**src/rtl/sm4_encryptor_pkg.sv**
```systemverilog
// Shared widths, chaining-mode states and a small XOR helper for the SM4 mode front end.
// The encryptor uses the same widths, so both sides agree on word and group sizes.
package sm4_encryptor_pkg;

    localparam int word_width_p      = 32;
    localparam int group_size_p      = 128;
    localparam int words_per_group_p = group_size_p / word_width_p;

    typedef enum logic [2:0] {
        eIdle    = 3'd0,
        eCollect = 3'd1,
        eIssue   = 3'd2,
        eWait    = 3'd3,
        eOut     = 3'd4
    } mode_state_e;

    // Conditionally fold a chain value into a group; passes 'a' through when disabled.
    function automatic logic [group_size_p-1:0] xor_if(
        input logic                    en,
        input logic [group_size_p-1:0] a,
        input logic [group_size_p-1:0] b
    );
        return en ? (a ^ b) : a;
    endfunction

endpackage

```
**src/rtl/sm4_word_packer.sv**
```systemverilog
// Packs four stream words into one group, oldest word in the top slice.
// full_o flags the cycle in which the fourth word is being shifted in.
module sm4_word_packer
    import sm4_encryptor_pkg::*;
(
    input  logic                    clk_i,
    input  logic                    reset_i,
    input  logic                    clear_i,
    input  logic                    shift_i,
    input  logic [word_width_p-1:0] word_i,
    output logic [group_size_p-1:0] blk_o,
    output logic [1:0]              count_o,
    output logic                    full_o
);

    logic [group_size_p-1:0] r_blk;
    logic [1:0]              r_count;

    always_ff @(posedge clk_i) begin
        if (reset_i || clear_i) begin
            r_blk   <= '0;
            r_count <= 2'd0;
        end else if (shift_i) begin
            r_blk   <= {r_blk[group_size_p-word_width_p-1:0], word_i};
            r_count <= r_count + 2'd1;
        end
    end

    assign blk_o   = r_blk;
    assign count_o = r_count;
    assign full_o  = shift_i && (r_count == 2'd3);

endmodule

```
**src/rtl/sm4_mode_ctrl.sv**
```systemverilog
// ECB/CBC chaining front end for sm4_encryptor: packs words, applies the chain XOR,
// drives the encryptor handshake and holds each result on a valid/yumi output.
module sm4_mode_ctrl
    import sm4_encryptor_pkg::*;
(
    input  logic         clk_i,
    input  logic         reset_i,
    input  logic         start_i,
    input  logic [127:0] key_i,
    input  logic [127:0] iv_i,
    input  logic         cbc_i,
    input  logic         decode_i,
    input  logic         stop_i,
    input  logic [31:0]  word_i,
    input  logic         word_v_i,
    output logic         word_ready_o,
    output logic [127:0] enc_content_o,
    output logic [127:0] enc_key_o,
    output logic         enc_decode_o,
    output logic         enc_v_o,
    input  logic         enc_ready_i,
    input  logic [127:0] enc_crypt_i,
    input  logic         enc_v_i,
    output logic         enc_yumi_o,
    output logic [127:0] data_o,
    output logic         v_o,
    input  logic         yumi_i,
    output logic         busy_o,
    output logic [2:0]   state_o
);

    // Handshakes: a transfer happens in the cycle where valid and ready (or v and yumi)
    // are both high; a valid never drops before its transfer, and data is stable while valid.

    mode_state_e r_state;
    mode_state_e w_state_nxt;

    logic [group_size_p-1:0] r_key;
    logic [group_size_p-1:0] r_chain;
    logic [group_size_p-1:0] r_data;
    logic                    r_cbc;
    logic                    r_dec;

    logic [group_size_p-1:0] w_blk;
    logic [group_size_p-1:0] w_result;
    logic [1:0]              w_count;
    logic                    w_full;
    logic                    w_shift;
    logic                    w_stop;
    logic                    w_start_ok;
    logic                    w_capture;

    // A stop at a group boundary takes priority, so the word offered alongside it is refused.
    assign w_stop       = stop_i && (w_count == 2'd0);
    assign word_ready_o = (r_state == eCollect) && !w_stop;
    assign w_shift      = word_v_i && word_ready_o;

    sm4_word_packer u_packer (
        .clk_i   (clk_i),
        .reset_i (reset_i),
        .clear_i (w_start_ok),
        .shift_i (w_shift),
        .word_i  (word_i),
        .blk_o   (w_blk),
        .count_o (w_count),
        .full_o  (w_full)
    );

    always_comb begin
        w_state_nxt = r_state;
        enc_v_o     = 1'b0;
        enc_yumi_o  = 1'b0;
        v_o         = 1'b0;
        w_start_ok  = 1'b0;
        w_capture   = 1'b0;
        case (r_state)
            eIdle: begin
                if (start_i) begin
                    w_start_ok  = 1'b1;
                    w_state_nxt = eCollect;
                end
            end
            eCollect: begin
                if (w_stop) begin
                    w_state_nxt = eIdle;
                end else if (w_full) begin
                    w_state_nxt = eIssue;
                end
            end
            eIssue: begin
                enc_v_o = 1'b1;
                if (enc_ready_i) begin
                    w_state_nxt = eWait;
                end
            end
            eWait: begin
                if (enc_v_i) begin
                    enc_yumi_o  = 1'b1;
                    w_capture   = 1'b1;
                    w_state_nxt = eOut;
                end
            end
            eOut: begin
                v_o = 1'b1;
                if (yumi_i) begin
                    w_state_nxt = eCollect;
                end
            end
            default: begin
                w_state_nxt = eIdle;
            end
        endcase
    end

    // CBC decrypt removes the previous ciphertext after the block cipher.
    assign w_result = xor_if(r_cbc && r_dec, enc_crypt_i, r_chain);

    always_ff @(posedge clk_i) begin
        if (reset_i) begin
            r_state <= eIdle;
            r_key   <= '0;
            r_chain <= '0;
            r_data  <= '0;
            r_cbc   <= 1'b0;
            r_dec   <= 1'b0;
        end else begin
            r_state <= w_state_nxt;
            if (w_start_ok) begin
                r_key   <= key_i;
                r_chain <= iv_i;
                r_cbc   <= cbc_i;
                r_dec   <= decode_i;
            end
            if (w_capture) begin
                r_data <= w_result;
                if (r_cbc) begin
                    r_chain <= r_dec ? w_blk : enc_crypt_i;
                end
            end
        end
    end

    // The packed group is frozen from eIssue to capture, so the content stays stable.
    assign enc_content_o = xor_if(r_cbc && !r_dec, w_blk, r_chain);
    assign enc_key_o     = r_key;
    assign enc_decode_o  = r_dec;
    assign data_o        = r_data;
    assign busy_o        = (r_state != eIdle);
    assign state_o       = r_state;

endmodule

```
**config.mk**
```make
export PLATFORM = sky130hd
export DESIGN_NAME = sm4_mode_ctrl
export DESIGN_NICKNAME = d
export VERILOG_FILES = /design/src/rtl/sm4_encryptor_pkg.sv /design/src/rtl/sm4_word_packer.sv /design/src/rtl/sm4_mode_ctrl.sv
export SDC_FILE = /design/constraint.sdc
export NUM_CORES = 1
export LEC_CHECK = 0
export BUFFER_PORTS_ARGS = -buffer_cell sky130_fd_sc_hd__buf_2
export CAP_MARGIN = 10
export CELL_PAD_IN_SITES_DETAIL_PLACEMENT = 0
export CELL_PAD_IN_SITES_GLOBAL_PLACEMENT = 1
export CORE_AREA = 3 3 320 322
export CTS_BUF_LIST = sky130_fd_sc_hd__clkbuf_8 sky130_fd_sc_hd__clkbuf_16
export CTS_CLUSTER_SIZE = 14
export DETAILED_ROUTE_END_ITERATION = 10
export DIE_AREA = 0 0 323 325
export PLACE_DENSITY = 0.59
export SYNTH_ARGS = -nofsm -noshare
export SYNTH_HDL_FRONTEND = slang
export SYNTH_SLANG_ARGS = --single-unit
```
**constraint.sdc**
```tcl
create_clock -name clk_i -period 2.8 [get_ports clk_i]
set_input_delay 0.14 -clock clk_i [delete_from_list [all_inputs] [get_ports clk_i]]
set_output_delay 0.14 -clock clk_i [all_outputs]
set_load 0.01 [all_outputs]
```
# Word-level counts from Yosys, hierarchy flattened

Cells that the tools add are included.

Flip-flop bits (word level): 519
Input bits: 426
Output and inout port bits: 393
Word-level logic and storage cells: 53

Add/sub/neg operators: 1
Eq/ne operators: 10
Multiplexer cells: 19
Bitwise gates (word level): 2
Reduce and logical (&&, ||, !) cells: 13

Operator list:

| kind                  | count |
|---|---|
| $mux W128             | 6 |
| $xor A128 B128 Y128   | 2 |
| $mux W3               | 6 |
| $pmux W3 S5           | 1 |
| $ne A2 B2 Y1 const B  | 4 |
| $eq A3 B2 Y1 const B  | 2 |
| $logic_and A1 B1 Y1   | 6 |
| $mux W1               | 6 |
| $reduce_and A5 Y1     | 1 |
| $eq A3 B1 Y1 const B  | 1 |
| $eq A3 B3 Y1 const B  | 1 |
| $logic_not A3 Y1      | 1 |
| $ne A3 B2 Y1 const B  | 1 |
| $reduce_bool A3 Y1    | 1 |
| $add A2 B1 Y2 const B | 1 |
| $eq A2 B2 Y1 const B  | 1 |
| $logic_not A1 Y1      | 2 |
| $logic_not A2 Y1      | 1 |
| $logic_or A1 B1 Y1    | 1 |

# Logic depth before layout (Yosys ltp)

Gate-level depths: netlist (run 1).

Depth after elaboration: 9
Mapped depth: 9
Depth with buffers taken out: 6

# By module

From an unflattened synthesis (run 1), not the netlist that was laid out.

Cell total of the unflattened synthesis: 2869
Area, all modules: 23946.7 um2

By module, submodules not included:

| module          | instances | cells an instance | area an instance (um2) | sequential area each (um2) |
|---|---|---|---|---|
| sm4_mode_ctrl   | 1         | 2446              | 19229.7                | 7787.5 |
| sm4_word_packer | 1         | 423               | 4717.0                 | 2602.5 |

# Least setup slack after synthesis (run 1)

Ideal clock, no wire load.

Path type: register to register
Start: register r_state[1], in the netlist state_o[1]
End: register r_chain[115]
Library setup time: 147 ps
Data arrival time: 1451 ps
Required time: 2653 ps
Setup slack: 1202 ps
Cell stages (with the launch flop): 8
Path buffers: 3
Clock period less this slack: 1598 ps
Cell sequence: dfxtp_1 > and4b_1 > buf_4 > nand2_2 > buf_6 > buf_4 > a211oi_2 > a311oi_2

Cells in the longest elaborated chain, start to end: 5
Elaborated cells between the ends (all ways): 7
Classes of those cells: 1 x eq/ne; 5 x mux; 1 x reduce/logical

Ends and longest elaborated chain:

| what                   | line                 | text |
|---|---|---|
| from (decl)            | sm4_mode_ctrl.sv:35  | `mode_state_e r_state;` |
| from (signal assigned) | sm4_mode_ctrl.sv:120 | `r_state <= eIdle;` |
| from (signal assigned) | sm4_mode_ctrl.sv:127 | `r_state <= w_state_nxt;` |
| $logic_not A3 Y1       | sm4_mode_ctrl.sv:76  | `case (r_state)` |
| $mux W1                | sm4_mode_ctrl.sv:76  |  |
| $mux W128              | sm4_mode_ctrl.sv:128 | `if (w_start_ok) begin` |
| $mux W128              | sm4_mode_ctrl.sv:136 | `if (r_cbc) begin` |
| $mux W128 *            | sm4_mode_ctrl.sv:134 | `if (w_capture) begin` |
| to (signal assigned)   | sm4_mode_ctrl.sv:130 | `r_chain <= iv_i;` |
| to (signal assigned)   | sm4_mode_ctrl.sv:137 | `r_chain <= r_dec ? w_blk : enc_crypt_i;` |
| to (decl)              | sm4_mode_ctrl.sv:39  | `logic [group_size_p-1:0] r_chain;` |

Mark *: on every way between the ends. The rest lies on a longest branch, timed or not.
A chain may end at the register's enable or synchronous reset.

# Worst setup path after layout (run 1)

Start: register r_state[0], in the netlist state_o[0]
End: register r_chain[48]

Same word-level chain as after synthesis.

==> results of run 1 <==
## report_power, final
| group | switching (mW) | internal (mW) |
|---|---|---|
| clock | 3.56 | 5.09 |
| combinational | 2.35 | 1.73 |
| sequential | 0.357 | 7.87 |
| total | 6.27 | 14.7 |
## sequential cells by signal (all words and copies together), names as in the netlist
| signal | flops |
|---|---|
| data_o | 128 |
| enc_decode_o | 1 |
| enc_key_o | 128 |
| r_cbc | 1 |
| r_chain | 128 |
| state_o | 3 |
| u_packer.blk_o | 128 |
| u_packer.count_o | 2 |
## cell usage after synthesis, types with 2 or more instances
| master | number |
|---|---|
| sky130_fd_sc_hd__buf_1 | 4 |
| sky130_fd_sc_hd__a211oi_2 | 47 |
| sky130_fd_sc_hd__nor3_1 | 2 |
| sky130_fd_sc_hd__clkbuf_1 | 112 |
| sky130_fd_sc_hd__nor2b_1 | 130 |
| sky130_fd_sc_hd__nor2_1 | 132 |
| sky130_fd_sc_hd__nand2b_1 | 2 |
| sky130_fd_sc_hd__buf_6 | 23 |
| sky130_fd_sc_hd__mux2i_1 | 2 |
| sky130_fd_sc_hd__nor3b_1 | 2 |
| sky130_fd_sc_hd__inv_1 | 4 |
| sky130_fd_sc_hd__and2_1 | 2 |
| sky130_fd_sc_hd__buf_4 | 13 |
| sky130_fd_sc_hd__xor2_1 | 128 |
| sky130_fd_sc_hd__xnor2_1 | 129 |
| sky130_fd_sc_hd__a311oi_1 | 88 |
| sky130_fd_sc_hd__a21oi_1 | 263 |
| sky130_fd_sc_hd__ha_1 | 2 |
| sky130_fd_sc_hd__buf_2 | 105 |
| sky130_fd_sc_hd__nand2_1 | 1032 |
| sky130_fd_sc_hd__or3b_2 | 2 |
| sky130_fd_sc_hd__dfxtp_1 | 519 |
| sky130_fd_sc_hd__a211oi_1 | 209 |
| sky130_fd_sc_hd__a311oi_2 | 40 |
## worst min-delay path, delay by kind of cell
| kind | cells | cell delay (ns) |
|---|---|---|
| buffers and inverters | 1 | 0.12 |
| AO/OA/AOI/OAI | 1 | 0.08 |
| AND/OR/NAND/NOR | 2 | 0.26 |
## timing repair
action / 4_1_cts / 5_1_grt
gates resized for setup: 0 / 1
endpoints found under the setup margin: 0 / 4
hold endpoints to repair: 421 / 0
hold buffers: 470 / 0
## per-stage QoR
stage	area [um^2]	util (%)	std cells	power, mW	hold slack, ns
final	36400	36.5	5529	20.9	0.0463
after global routing	36400	36.5	5524	21.9	0.0478
after CTS	36400	36.4	5513	21.3	0.00190
after detailed placement	29500	29.6	4924	11.9	0.385
after global placement	29500	29.6	4924	11.9	0.381
after floorplan	24200	-	3007	10.3	0.276
## kinds of logic after synthesis
family | Yosys count | synth area share [%]
AO/OA/AOI/OAI | 652 | 20.2
adder cells (fa/ha/maj) | 2 | 0.103
buffers and inverters | 263 | 5.55
flip-flops | 519 | 42.9
multiplexers | 2 | 0.0826
AND/OR/NAND/NOR | 1312 | 21.9
XOR/XNOR | 257 | 9.29
## final timing paths
path / startpoint / endpoint / cells after the start
worst max-delay path: state_o[0] / r_chain[48] / 6
worst min-delay path: start_i / r_chain[31] / 4
worst max register to register: state_o[0] / r_chain[48] / 6
worst min register to register: enc_key_o[77] / enc_key_o[77] / 2
## layout make-up
class	count	area (um^2)	share of cell area [%]
multi-input cells	2225	12600	34.5
flip-flops and latches	519	10400	28.5
repair buffers	1348	9630	26.5
clock buffers	79	1860	5.12
well taps	1298	1620	4.46
clock inverters	40	280	0.770
diodes	16	40.0	0.110
inverters	4	15.0	0.0412
## routing by layer
metal  global-route usage [%]  routed length, um
met1                     25.0              47200
met2                     37.3              57100
met3                     5.39               7650
met4                     8.05               4550
met5                        0                  0
==> results.toml, run 1 <==
[grt]
grt_overflow = 0
antenna_violations_before_repair = 17
grtUsageTotal_pct = 21.4
grt_max_degree = 157
vias_in_the_first_global_route = 25715
grt_first_pass_wirelength_um = 170000

[timing]
hold_viol_final = 0
finalSetupViolCount = 0
worst-slew-pin-transition_ns = 1.02
period_needed_ns = 2.66
fmax_mhz = 376
timing.max_slew.rel_slack_pct = 32.3
maxSlewViolCount = 0
pnr_worst_setup_slack_ns = 0.140
period_share_pct = 95.0
clock_skew_ns = 0.0209
rsz0062_at_grt = "no"
total_neg_setup_slack_ns = 0

[route]
route.final.wire_length_um = 116000
firstDrtPassIters = 7
drt-vias-per-instance = 4.61
routed_vias = 25510
drt.antenna.violating_nets = 0
drtIter0Drc = 1410
drc = 0
detail_route.wl_per_cell_um = 21.1

[floorplan]
io-pin-count = 819
fp.dieArea_um2 = 105000
floorplan.die.height_um = 325
core.rowCount = 116
fp.coreArea_um2 = 99900
initial_core_util_pct = 24.3
die_x_um = 323

[placement]
globalplace.congestion = 0.804
port-buffer-count = 818
dp_worst_slack_ns = 0.695
dp.final_hpwl_um = 83500

[clocking]
maximum_count_of_clock_buffers_along_a_single_path = 3
worstSkewPairLatency_ns = 0.62
tritoncts = "done"
clk_pin_slew_worst_paths_ns = 0.06
cts-root-buf = "sky130_fd_sc_hd__clkbuf_16"
cts_num_sinks = 519
cts_post_setup_buffers_inserted = 0
tritoncts_buffers = 69
h-tree-depth = 3

[yosys]
synth.yosys.warnings = 0
postSynthCellCount = 3007
post-synth-top-area-cell = "sky130_fd_sc_hd__dfxtp_1"
netlist.area_leader.share_pct = 42.9
ys_seq_area_share_pct = 42.9
synth_edf_count = 0
synth.area.top_cells = "sky130_fd_sc_hd__dfxtp_1 (43%), sky130_fd_sc_hd__nand2_1 (16%), sky130_fd_sc_hd__a211oi_1 (6.5%)"
synth_seq_cells = 519
asyncSetResetFlopFracSynth_pct = 0
synth.cell_area_um2 = 24200
synth.net_count = 3435
post_synth_num_cell_types = 39
synth_flop_cell = "sky130_fd_sc_hd__dfxtp_1"
syn-mean-instance-area_um2 = 8.06

[worst_hold_path]
min_delay_path_class = "in -> reg"

[worst_setup_path]
critPathKind = "reg -> reg"
endpoint_kind = "register"
crit_path_cell_trace = "and4b_4 -> nand2_8 -> buf_12 -> a211oi_1 -> a311oi_1 -> dlygate4sd3_1"
critPathMaxStageDelay_ns = 0.58
worst_path_dominant_cell_family = "buffers and inverters"
critical_path_s_slowest_cell = "sky130_fd_sc_hd__dlygate4sd3_1"
r2r_setup_slack_ns = 0.14
largest_fanout_of_any_net_on_the_critical_path = 67
startpoint_type = "register"
cp.required_ns = 3.29
arrival_ns = 3.15
path_buf_inv = 2

[power_and_ir_drop]
pd_cells_nw_per_um2 = 575
power_leakage_nw = 14.3
ir_drop_worst_vdd_v = 0.000366

[run]
max-cap-violations = 0

[final_layout]
layout_common_cells = "sky130_fd_sc_hd__nand2_1 (1,031), sky130_fd_sc_hd__buf_2 (817), sky130_fd_sc_hd__dfxtp_1 (517)"
drive_above_1_share_pct = 25.5
area_added_between_synthesis_and_finish_pct = 50.3
final_nets = 4595
layout.filler_cells = 10623
most_common_cell_after_layout_fill_and_taps_aside = "sky130_fd_sc_hd__nand2_1"

[status]
status = "finished, final reports clean"
No activity file was read; power rests on OpenSTA's default activity.
==> run 2, diff against run 1 <==
--- a/config.mk
+++ b/config.mk
@@ -15,6 +15,7 @@
 export DETAILED_ROUTE_END_ITERATION = 10
 export DIE_AREA = 0 0 323 325
 export PLACE_DENSITY = 0.59
+export RECOVER_POWER = 100
 export SYNTH_ARGS = -nofsm -noshare
 export SYNTH_HDL_FRONTEND = slang
 export SYNTH_SLANG_ARGS = --single-unit
==> results.toml, run 2 (synthesis results as in run 1) <==
[grt]
grt_first_pass_wirelength_um = 170000
grtUsageTotal_pct = 21.4
antenna_violations_before_repair = 17
grt_overflow = 0
grt_max_degree = 157
vias_in_the_first_global_route = 25715

[worst_hold_path]
min_delay_path_class = "in -> reg"
hp-start = "start_i"
hold-path-endpoint = "r_chain[31]"
min_path_cells = 4

[route]
routed_vias = 25500
drtIter0Drc = 1452
detail_route.wl_per_cell_um = 21.1
firstDrtPassIters = 7
drc = 0
drt.antenna.violating_nets = 0
drt-vias-per-instance = 4.61
route.final.wire_length_um = 117000

[run]
max-cap-violations = 0

[timing]
hold_viol_final = 0
pnr_worst_setup_slack_ns = 0.138
maxSlewViolCount = 0
clock_skew_ns = 0.0215
period_share_pct = 95.1
worst-slew-pin-transition_ns = 1.36
period_needed_ns = 2.66
timing.max_slew.rel_slack_pct = 9.47
hold_ws_ns = 0.0536
total_neg_setup_slack_ns = 0
finalSetupViolCount = 0
rsz0062_at_grt = "no"
fmax_mhz = 376

[power_and_ir_drop]
ir_drop_worst_vdd_v = 0.000369
clock_power_share_pct = 41.6
switch_share_pct = 30.0
p_seq_share_pct = 39.5
design_power_total_mw = 20.8
power_leakage_nw = 12.7
cellInternalPower_mw = 14.6
power.combinational.fraction_pct = 18.9
pd_cells_nw_per_um2 = 584
p_switching_mw = 6.26

[clocking]
maximum_count_of_clock_buffers_along_a_single_path = 3
cts_post_setup_buffers_inserted = 0
tritoncts_buffers = 69
cts-root-buf = "sky130_fd_sc_hd__clkbuf_16"
tritoncts = "done"
h-tree-depth = 3
cts_num_sinks = 519
clk_pin_slew_worst_paths_ns = 0.07
worstSkewPairLatency_ns = 0.62

[worst_setup_path]
r2r_cells = 6
startpoint_type = "register"
r2r_setup_slack_ns = 0.16
crit-reg2reg-capture = "r_chain[48]"
largest_fanout_of_any_net_on_the_critical_path = 75
beginning_of_the_worst_register_to_register_path = "state_o[0]"
arrival_ns = 2.52
cp.required_ns = 2.66
endpoint_kind = "output port"
critPathKind = "reg -> out"

[placement]
dp_worst_slack_ns = 0.695
globalplace.congestion = 0.804
dp.final_hpwl_um = 83500
port-buffer-count = 818

[floorplan]
floorplan.die.height_um = 325
fp.coreArea_um2 = 99900
io-pin-count = 819
core.rowCount = 116
die_x_um = 323
initial_core_util_pct = 24.3
fp.dieArea_um2 = 105000

[final_layout]
layout_common_cells = "sky130_fd_sc_hd__nand2_1 (1,031), sky130_fd_sc_hd__dfxtp_1 (517), sky130_fd_sc_hd__dlygate4sd3_1 (470)"
final_nets = 4595
drive_above_1_share_pct = 15.7
area_added_between_synthesis_and_finish_pct = 47.4
most_common_cell_after_layout_fill_and_taps_aside = "sky130_fd_sc_hd__nand2_1"

[status]
status = "finished, final reports clean"
==> run 2: final cells by class <==
| type | instances | area, um^2 |
|---|---|---|
| fillers | 10818 | 64100 |
| multi-input cells | 2225 | 12400 |
| flip-flops and latches | 519 | 10400 |
| repair buffers | 1348 | 9110 |
| clock buffers | 79 | 1860 |
| well taps | 1298 | 1620 |
| clock inverters | 40 | 280 |
| diodes | 16 | 40.0 |
| inverters | 4 | 15.0 |
==> run 2: what timing repair did <==
action                                 CTS  global route
endpoints found under the hold margin  421             0
gates resized for setup                  0             1
setup endpoints to repair                0             4
hold buffers                           470             0
==> run 2: power groups by stage <==
stage | combinational [mW] | sequential (mW) | clock, mW
2_1_floorplan | 1.91 | 8.39 | 0
3_3_place_gp | 3.53 | 8.37 | 0
3_5_place_dp | 3.53 | 8.37 | 0
4_1_cts | 4.13 | 8.22 | 8.96
5_1_grt | 4.32 | 8.28 | 9.21
6_report | 3.95 | 8.23 | 8.66
==> run 2: worst max-delay path by stage <==
stage,start,end,slack [ns],cells after the start
finish,r_cbc,enc_content_o[71],0.14,5
global route,r_cbc,enc_content_o[80],0.005,5
CTS,r_cbc,enc_content_o[77],0.09,5
detailed placement,state_o[0],u_packer.blk_o[125],0.69,6
global placement,state_o[0],u_packer.blk_o[125],0.74,6
floorplan,state_o[1],r_chain[115],1.20,7
==> run 2: worst max-delay path, stage by stage, from the launching register on <==
cell,delay (ns)
sky130_fd_sc_hd__dfxtp_1,0.53
sky130_fd_sc_hd__nor2b_4,0.28
sky130_fd_sc_hd__buf_12,0.30
sky130_fd_sc_hd__nand2_1,0.14
sky130_fd_sc_hd__xnor2_1,0.29
sky130_fd_sc_hd__clkbuf_2,0.20
==> run 2: stage by stage <==
step	util (%)	cells	instance area [um^2]
2_1_floorplan	-	3007	24200
3_3_place_gp	29.6	4924	29500
3_5_place_dp	29.6	4924	29500
4_1_cts	36.4	5513	36400
5_1_grt	35.7	5524	35700
6_report	35.8	5529	35700
==> run 2: metal layers <==
| layer | part of all wire, % | up-vias | GRT usage, % |
|---|---|---|---|
| li1 | - | 12444 | - |
| met1 | 41 | 12096 | 25.0 |
| met2 | 49 | 774 | 37.3 |
| met3 | 6.4 | 186 | 5.39 |
| met4 | 3.9 | 0 | 8.05 |
| met5 | 0 | - | 0 |
==> run 3, diff against run 2 <==
--- a/config.mk
+++ b/config.mk
@@ -9,13 +9,15 @@
 export CAP_MARGIN = 10
 export CELL_PAD_IN_SITES_DETAIL_PLACEMENT = 0
 export CELL_PAD_IN_SITES_GLOBAL_PLACEMENT = 1
-export CORE_AREA = 3 3 320 322
+export CORE_AREA = 3 3 318 320
 export CTS_BUF_LIST = sky130_fd_sc_hd__clkbuf_8 sky130_fd_sc_hd__clkbuf_16
 export CTS_CLUSTER_SIZE = 14
 export DETAILED_ROUTE_END_ITERATION = 10
-export DIE_AREA = 0 0 323 325
+export DIE_AREA = 0 0 321 323
+export GPL_ROUTABILITY_DRIVEN = 0
 export PLACE_DENSITY = 0.59
 export RECOVER_POWER = 100
 export SYNTH_ARGS = -nofsm -noshare
 export SYNTH_HDL_FRONTEND = slang
+export SYNTH_HIERARCHICAL = 1
 export SYNTH_SLANG_ARGS = --single-unit
==> results.toml, run 3 <==
[status]
status = "finished, violations left"
failed_checks = "max-capacitance violations, max-slew violations"

[final_layout]
layout.core_utilization_pct = 36.7
area_added_between_synthesis_and_finish_pct = 50.9
most_common_cell_after_layout_fill_and_taps_aside = "sky130_fd_sc_hd__nand2_1"
layout_common_cells = "sky130_fd_sc_hd__nand2_1 (644), sky130_fd_sc_hd__dfxtp_1 (517), sky130_fd_sc_hd__dlygate4sd3_1 (511)"
drive_above_1_share_pct = 14.9
stdcell_count = 5402
final_nets = 4484

[clocking]
cts_post_setup_buffers_inserted = 0
clk_pin_slew_worst_paths_ns = 0.06
maximum_count_of_clock_buffers_along_a_single_path = 3
cts-root-buf = "sky130_fd_sc_hd__clkbuf_16"
tritoncts_buffers = 68
h-tree-depth = 3
cts_num_sinks = 519
tritoncts = "done"
worstSkewPairLatency_ns = 0.63

[timing]
period_needed_ns = 2.58
fmax_mhz = 388
total_neg_setup_slack_ns = 0
hold_viol_final = 0
worst-slew-pin-transition_ns = 1.52
timing.max_slew.rel_slack_pct = -1.44
clock_skew_ns = 0.0286
period_share_pct = 92.0
rsz0062_at_grt = "no"
finalSetupViolCount = 0
maxSlewViolCount = 78

[worst_hold_path]
hold-path-endpoint = "data_o[0]"
min_path_cells = 3
min_delay_path_class = "in -> reg"
hp-start = "enc_crypt_i[0]"

[yosys]
synth-simple-area-share_pct = 20.7
synth.net_count = 3296
synth_seq_cells = 519
syn-mean-instance-area_um2 = 8.35
ys_seq_area_share_pct = 43.4
synth.area.top_cells = "sky130_fd_sc_hd__dfxtp_1 (43%), sky130_fd_sc_hd__nand2_1 (10%), sky130_fd_sc_hd__a211oi_1 (8.0%)"
synth-compound-area-share_pct = 15.6
synth_top_cells_by_count = "sky130_fd_sc_hd__nand2_1 (644), sky130_fd_sc_hd__dfxtp_1 (519), sky130_fd_sc_hd__a211oi_1 (256)"
largest_family_of_logic_cells_by_synthesized_area = "simple AND/OR/NAND/NOR gates"
postSynthCellCount = 2869
post_synth_num_cell_types = 34
post-synth-top-area-cell = "sky130_fd_sc_hd__dfxtp_1"
most_numerous_cell_in_the_yosys_netlist = "sky130_fd_sc_hd__nand2_1"
synthXorXnorAreaFrac_pct = 9.40
synth.cell_area_um2 = 23900
synth.yosys.warnings = 6
asyncSetResetFlopFracSynth_pct = 0
synth_fa_ha_area_share_pct = 0.0522
synth_flop_cell = "sky130_fd_sc_hd__dfxtp_1"
synth_mux_area_share_pct = 5.44
netlist.area_leader.share_pct = 43.4
synth_edf_count = 0

[route]
drc = 0
route.final.wire_length_um = 115000
firstDrtPassIters = 5
routed_vias = 25139
drtIter0Drc = 1463
drt.antenna.violating_nets = 0
detail_route.wl_per_cell_um = 21.3
drt-vias-per-instance = 4.65

[worst_setup_path]
cp.required_ns = 3.30
critPathKind = "reg -> reg"
beginning_of_the_worst_register_to_register_path = "state_o[1]"
arrival_ns = 3.08
r2r_cells = 6
crit-reg2reg-capture = "r_chain[113]"
r2r_setup_slack_ns = 0.22
largest_fanout_of_any_net_on_the_critical_path = 86
startpoint_type = "register"
critPathLaunch = "state_o[1]"
endpoint_kind = "register"

[power_and_ir_drop]
ir_drop_worst_vdd_v = 0.000463
power.combinational.fraction_pct = 16.3
design_power_total_mw = 20.4
clock_power_share_pct = 44.5
power_leakage_nw = 13.0
pd_cells_nw_per_um2 = 565
p_switching_mw = 5.78
p_seq_share_pct = 39.2
switch_share_pct = 28.3
cellInternalPower_mw = 14.6

[floorplan]
core.rowCount = 115
io-pin-count = 819
initial_core_util_pct = 24.3
floorplan.die.height_um = 323
fp.dieArea_um2 = 104000
die_x_um = 321
fp.coreArea_um2 = 98400

[placement]
port-buffer-count = 818
dp.final_hpwl_um = 79800
placedCellCount = 4762

[grt]
grtUsageTotal_pct = 21.1
antenna_violations_before_repair = 9
grt_first_pass_wirelength_um = 167000
vias_in_the_first_global_route = 25228
grt_max_degree = 155
grt_overflow = 0

[run]
max-cap-violations = 1
-- run 3: cell types whose count changed after synthesis, moves of 121 or more --
cell and change:
sky130_fd_sc_hd__nand2_1 -388, sky130_fd_sc_hd__mux2i_1 +127, sky130_fd_sc_hd__a21oi_1 -130, sky130_fd_sc_hd__nor2_1 +121
sky130_fd_sc_hd__nand3_1 +127
-- run 3: how the worst max path moves through the flow --
stage / end / cells past startpoint / slack, ns
global route: u_packer/blk_o[103] / 6 / 0.06
detailed placement: u_packer/blk_o[101] / 6 / 0.48
finish: r_chain[113] / 6 / 0.22
global placement: u_packer/blk_o[104] / 6 / 0.56
floorplan: state_o[0] / 11 / 0.45
CTS: r_chain[126] / 7 / 0.05
-- run 3: power by group through the flow --
stage | clock, mW | combinational, mW | sequential (mW)
after floorplan | 0 | 1.50 | 8.15
after global placement | 0 | 2.78 | 8.14
after detailed placement | 0 | 2.79 | 8.14
after CTS | 9.37 | 3.41 | 7.99
after global routing | 9.61 | 3.62 | 8.03
final | 9.07 | 3.32 | 8.00
-- run 3: logic make-up (layout without fill, tap and decap cells) --
family | count (synthesis) | after routing
buf+inv | 265 | 1502
simple gates | 1176 | 1176
compound gates | 521 | 521
xor+xnor | 257 | 257
flops | 519 | 519
mux | 130 | 130
other cells | 0 | 9
fa+ha+maj | 1 | 1
-- run 3: worst max-delay path: stages, from the launching register on --
cell,delay [ns]
sky130_fd_sc_hd__dfxtp_1,0.56
sky130_fd_sc_hd__and4b_4,0.40
sky130_fd_sc_hd__nand2_8,0.15
sky130_fd_sc_hd__buf_12,0.22
sky130_fd_sc_hd__a211oi_1,0.34
sky130_fd_sc_hd__a311oi_1,0.10
sky130_fd_sc_hd__dlygate4sd3_1,0.59
-- run 3: routing by layer --
metal,wire (um),global-route usage (%)
met5,13,0
met4,3600,6.45
met3,6520,4.74
met2,56300,37.1
met1,48600,25.7
-- run 3: cell type report --
class | instances | area, um^2
clock inverters | 25 | 235
diodes | 9 | 22.5
flip-flops and latches | 519 | 10400
clock buffers | 94 | 2080
multi-input cells | 2085 | 12300
inverters | 6 | 35.0
repair buffers | 1377 | 9420
well taps | 1287 | 1610
fillers | 10475 | 62300
-- run 3: what timing repair did --
item / 4_1_cts / 5_1_grt
hold endpoints to repair: 420 / 0
setup endpoints to repair: 0 / 16
hold buffers: 511 / 0
resized for setup: 0 / 4
-- run 3: per-stage QoR --
step	hold WS (ns)	setup slack (ns)	area, um^2
detailed placement	0.381	0.477	29200
global route	0.0247	0.0642	36100
floorplan	0.276	0.451	23900
CTS	0.0270	0.0546	36600
global placement	0.373	0.557	29200
finish	0.0772	0.223	36100
